$ cat config.mk
export PLATFORM = sky130hd
export DESIGN_NAME = csa_stream_accumulator
export DESIGN_NICKNAME = d
export VERILOG_FILES = /design/src/rtl/csa_pkg.sv /design/src/rtl/csa_stream_accumulator_compress.sv /design/src/rtl/csa_stream_accumulator.sv
export SDC_FILE = /design/constraint.sdc
export NUM_CORES = 1
export LEC_CHECK = 0
export BUFFER_PORTS_ARGS = -buffer_cell sky130_fd_sc_hd__buf_2
export CORE_AREA = 2 2 83 85
export CTS_CLUSTER_DIAMETER = 60
export DETAILED_ROUTE_END_ITERATION = 8
export DIE_AREA = 0 0 85 87
export PLACE_DENSITY = 0.55
export SYNTH_ARGS = -nofsm -noshare
export SYNTH_HDL_FRONTEND = slang
export SYNTH_SLANG_ARGS = --single-unit
$ cat constraint.sdc
create_clock -name clk -period 2.7 [get_ports clk]
set_clock_uncertainty 0.15 [all_clocks]
set_input_delay 0.405 -clock clk [delete_from_list [all_inputs] [get_ports clk]]
set_output_delay 0.405 -clock clk [all_outputs]
set_load 0.02 [all_outputs]
$ cat src/rtl/csa_pkg.sv
// Shared types and helpers for the carry-save stream accumulator.
// Build macro CSA_SIGNED_EN selects two's-complement operand extension.
package csa_pkg;

    typedef enum logic [1:0] {
        ACC  = 2'd0,
        CPA  = 2'd1,
        HOLD = 2'd2
    } state_t;

    localparam int EXT_MAX_W = 64;

    // Extends the low 'width' bits of data to EXT_MAX_W bits; caller truncates to its width.
    function automatic logic [EXT_MAX_W-1:0] ext_operand(input logic [EXT_MAX_W-1:0] data,
                                                         input int width);
        logic [EXT_MAX_W-1:0] r;
        logic                 fill;
`ifdef CSA_SIGNED_EN
        fill = data[6'(width - 1)];
`else
        fill = 1'b0;
`endif
        r = '0;
        for (int i = 0; i < EXT_MAX_W; i++) begin
            if (i < width) begin
                r[i] = data[i];
            end else begin
                r[i] = fill;
            end
        end
        return r;
    endfunction

endpackage

$ cat src/rtl/csa_stream_accumulator_compress.sv
// Bitwise 3:2 full-adder row; the carry vector is returned unshifted.
module csa_compress_3to2 #(
    parameter int N = 8
) (
    input  logic [N-1:0] a,
    input  logic [N-1:0] b,
    input  logic [N-1:0] c,
    output logic [N-1:0] s,
    output logic [N-1:0] cy
);

    assign s  = a ^ b ^ c;
    assign cy = (a & b) | (a & c) | (b & c);

endmodule

$ cat src/rtl/csa_stream_accumulator.sv
// Streaming multi-operand accumulator holding the running total in sum/carry form.
// Build macro CSA_SIGNED_EN: sign-extend operands (two's-complement result).
module csa_stream_accumulator
    import csa_pkg::*;
#(
    parameter int WIDTH   = 4,
    parameter int MAX_OPS = 16,
    localparam int CNT_W  = $clog2(MAX_OPS) + 1,
    localparam int OUT_W  = WIDTH + $clog2(MAX_OPS)
) (
    input  logic             clk,
    input  logic             rst_n,
    input  logic             in_valid,
    output logic             in_ready,
    input  logic [WIDTH-1:0] in_data,
    input  logic             in_last,
    output logic             out_valid,
    input  logic             out_ready,
    output logic [OUT_W-1:0] out_sum,
    output logic [CNT_W-1:0] out_count,
    output logic             out_ovf
);

    state_t             state_r;
    state_t             next_state_s;
    logic [OUT_W-1:0]   s_r;
    logic [OUT_W-1:0]   c_r;
    logic [CNT_W-1:0]   count_r;
    logic               ovf_r;
    logic               in_ready_r;
    logic               out_valid_r;
    logic [OUT_W-1:0]   out_sum_r;
    logic [CNT_W-1:0]   out_count_r;
    logic               out_ovf_r;
    logic [OUT_W-1:0]   operand_s;
    logic [OUT_W-1:0]   s3_s;
    logic [OUT_W-1:0]   c3_s;
    logic [OUT_W-1:0]   c_shift_s;
    logic               beat_s;
    logic               at_max_s;

    assign beat_s    = in_valid & in_ready_r;
    assign at_max_s  = (count_r == CNT_W'(MAX_OPS));
    assign operand_s = OUT_W'(ext_operand(EXT_MAX_W'(in_data), WIDTH));
    assign c_shift_s = OUT_W'({c3_s, 1'b0});

    csa_compress_3to2 #(
        .N (OUT_W)
    ) u_compress (
        .a  (s_r),
        .b  (c_r),
        .c  (operand_s),
        .s  (s3_s),
        .cy (c3_s)
    );

    // Next-state decode for the accumulate / final-add / hold sequence.
    always_comb begin
        next_state_s = state_r;
        case (state_r)
            ACC: begin
                if (beat_s && in_last) begin
                    next_state_s = CPA;
                end else begin
                    next_state_s = ACC;
                end
            end
            CPA: begin
                next_state_s = HOLD;
            end
            HOLD: begin
                if (out_ready) begin
                    next_state_s = ACC;
                end else begin
                    next_state_s = HOLD;
                end
            end
            default: begin
                next_state_s = ACC;
            end
        endcase
    end

    // State register; in_ready is registered so it stays low while reset is asserted.
    always_ff @(posedge clk or negedge rst_n) begin
        if (!rst_n) begin
            state_r    <= ACC;
            in_ready_r <= 1'b0;
        end else begin
            state_r    <= next_state_s;
            in_ready_r <= (next_state_s == ACC);
        end
    end

    // Redundant accumulator, operand counter and result registers.
    always_ff @(posedge clk or negedge rst_n) begin
        if (!rst_n) begin
            s_r         <= '0;
            c_r         <= '0;
            count_r     <= '0;
            ovf_r       <= 1'b0;
            out_valid_r <= 1'b0;
            out_sum_r   <= '0;
            out_count_r <= '0;
            out_ovf_r   <= 1'b0;
        end else begin
            case (state_r)
                ACC: begin
                    if (beat_s) begin
                        s_r <= s3_s;
                        c_r <= c_shift_s;
                        if (at_max_s) begin
                            ovf_r <= 1'b1;
                        end else begin
                            count_r <= count_r + CNT_W'(1);
                        end
                    end
                end
                CPA: begin
                    out_sum_r   <= s_r + c_r;
                    out_count_r <= count_r;
                    out_ovf_r   <= ovf_r;
                    out_valid_r <= 1'b1;
                end
                HOLD: begin
                    if (out_ready) begin
                        out_valid_r <= 1'b0;
                        s_r         <= '0;
                        c_r         <= '0;
                        count_r     <= '0;
                        ovf_r       <= 1'b0;
                    end
                end
                default: begin
                    out_valid_r <= 1'b0;
                end
            endcase
        end
    end

    assign in_ready  = in_ready_r;
    assign out_valid = out_valid_r;
    assign out_sum   = out_sum_r;
    assign out_count = out_count_r;
    assign out_ovf   = out_ovf_r;

endmodule

==> impl_metrics.ini <==
[clock_network]
post_cts_buffers = 0
insertion_delay_ns = 0.29
cts_htree_levels = 2
cts.sinks = 39
tritoncts = yes
clockBufferDepth = 2
cts_resized = 0
numCtsBuffers = 5
ctsRootBufferMaster = clkbuf_8
cts_hold_buf = 0
cts.clk_slew.worst_paths_ns = 0.07

[final_layout]
layout.nets = 228
final_util = 0.333
final_cells = 286
regArea_um2 = 976
drive_gt1_frac = 0.199
multi_input_area_um2 = 878
fillCellCount = 674
syn2layout_area_growth_pct = 15.0
antennaDiodeCount = 0

[setup_path]
arrival_ns = 2.08
start_kind = flop
endpoint_kind = flop
max_stage_delay_ns = 0.42
crit_required_ns = 2.72
path_class = flop to flop
crit_family = adder cells
r2r-start = s_r[1]$_DFFE_PN0P_
path_buf_inv = 0
crit_slowest_cell = dfrtp_1
cp_max_fo = 3
critPathLaunch = s_r[1]$_DFFE_PN0P_
path_cells = ha_1 -> fa_1 -> a21o_1 -> a221oi_1 -> xnor2_1 -> o21ai_0

[yosys]
synth_top_area_frac = 0.513
yosys.area.top_type = dfrtp_1
syn_avg_cell_area_um2 = 10.5
synth_area_um2 = 1900
seq_area_frac_synth = 0.513
synthArstFlopShare = 1.00
synth_area_leaders = dfrtp_1 (51%), nand2_1 (8.1%), o21ai_0 (6.3%)
ys_seq_elements = 39
synth_nets = 204
synthTopCellsByCount = nand2_1 (41), dfrtp_1 (39), o21ai_0 (24), ha_1 (9), mux2_2 (7)
synth_edf_count = 0
synth.most_common_cell = nand2_1
synthCells = 182
ys.flop_type = dfrtp_1
ys_warn_count = 0
synth.distinct_cells = 34

[sta]
finalHoldViolCount = 0
rsz0062_at_grt = false
finalMaxSlewViolations = 0
finalSetupViolCount = 0
hold_ws_ns = 0.0864
fin_setup_tns_ns = 0
relSlewSlack = 0.420
worst_pin_slew_ns = 0.870
period_share = 0.765
max_freq_ghz = 0.484
min_period_ns = 2.07

[route]
drt_iter0_drc = 77
drc = 0
vias = 1319
ant_nets = 0
routed_wl_mm = 3.54
wl_per_cell_um = 12.4
viasPerCell = 4.61
drt_first_pass_iters = 4

[grt]
grt_overflow = 0
antenna_found_initial = 0
grt_pass1_wl_mm = 6.31
grt_usage = 0.108
grt_max_degree = 40
grt_pass1_vias = 1308

[run_status]
status = completed

[hold_path]
hold_path_class = input port to async pin

[power_and_ir_drop]
ir_drop_mv = 0.237
leakage_uw = 0.00107
p_per_area_nw_per_um2 = 1020

[placement]
port_buffers = 24
hpwl_mm = 2.56
dp.cells = 279
gp_congestion = 0.790

[floorplanning]
die_w_um = 85
die_y_um = 87
core-area_um2 = 6570
ioPinCount = 25
dieArea_um2 = 7400
initial_core_util = 0.290
fp-row-count = 30

[flow_run]
cap_violations = 0
-- state kept, by name, indices dropped and copies added (netlist names) --
register / count
c_r: 7
out_ovf: 1
state_r: 2
ovf_r: 1
in_ready: 1
out_count: 5
out_sum: 8
count_r: 5
out_valid: 1
s_r: 8
-- power by group --
| part | internal (uW) | total (uW) | switching [uW] | leakage (uW) |
|---|---|---|---|---|
| Sequential | 791 | 950 | 160 | 0.000506 |
| Clock | 200 | 394 | 194 | 0.0000470 |
| Combinational | 359 | 878 | 519 | 0.000515 |
| Total | 1350 | 2220 | 872 | 0.00107 |
-- metal layers --
metal	track usage	up-vias	routed length, um
met5	0	-	0
met4	0.0390	0	56
met3	0.0303	6	146
met2	0.171	23	1660
met1	0.141	619	1670
li1	-	671	-
-- final cells by class --
type                       count  area share
multi-input combinational    131       0.401
timing repair buffer          26      0.0617
inverter                       3     0.00515
clock buffer                   6      0.0377
sequential                    39       0.446
tap                           80      0.0457
clock inverter                 1     0.00229
-- kinds of logic after synthesis --
group | after synthesis | share of synthesized area
muxes | 9 | 0.0519
DFF | 39 | 0.513
and+or+nand+nor | 61 | 0.152
AOI/OAI and AO/OA | 41 | 0.124
buffers and inverters | 12 | 0.0256
xor gates and xnor gates | 7 | 0.0322
adders and majority gates | 13 | 0.101
-- metrics by stage --
stage	setup WS [ns]	total power, uW	instance area, um^2
2_1_floorplan	0.734	1590	1900
3_3_place_gp	0.663	1850	2100
3_5_place_dp	0.644	1870	2100
4_1_cts	0.616	2270	2190
5_1_grt	0.468	2450	2190
6_report	0.633	2220	2190
-- path summary, 6_finish.rpt --
kind | endpoint | slack, ns | cells past startpoint
max in group asynchronous | out_count[2]$_DFFE_PN0P_ | 1.78 | 1
worst max register to register | out_sum[7]$_DFFE_PN0P_ | 0.63 | 6
min in group clk | count_r[4]$_DFFE_PN0P_ | 0.22 | 2
worst min-delay path | out_sum[4]$_DFFE_PN0P_ | 0.09 | 1
worst max-delay path | out_sum[7]$_DFFE_PN0P_ | 0.63 | 6
worst min register to register | out_sum[4]$_DFFE_PN0P_ | 0.32 | 2
-- cell usage in the layout (no fill, tap or decap), types with 3 or more instances in the layout --
master	instances
a21o_1	4
fa_1	4
a21oi_1	5
inv_1	3
mux2_2	7
buf_2	24
nand3_1	3
xnor2_1	5
dfrtp_1	39
clkbuf_8	6
ha_1	9
nor2_1	5
nand2_1	41
o21ai_0	24
(Power assumes the default switching activity.)
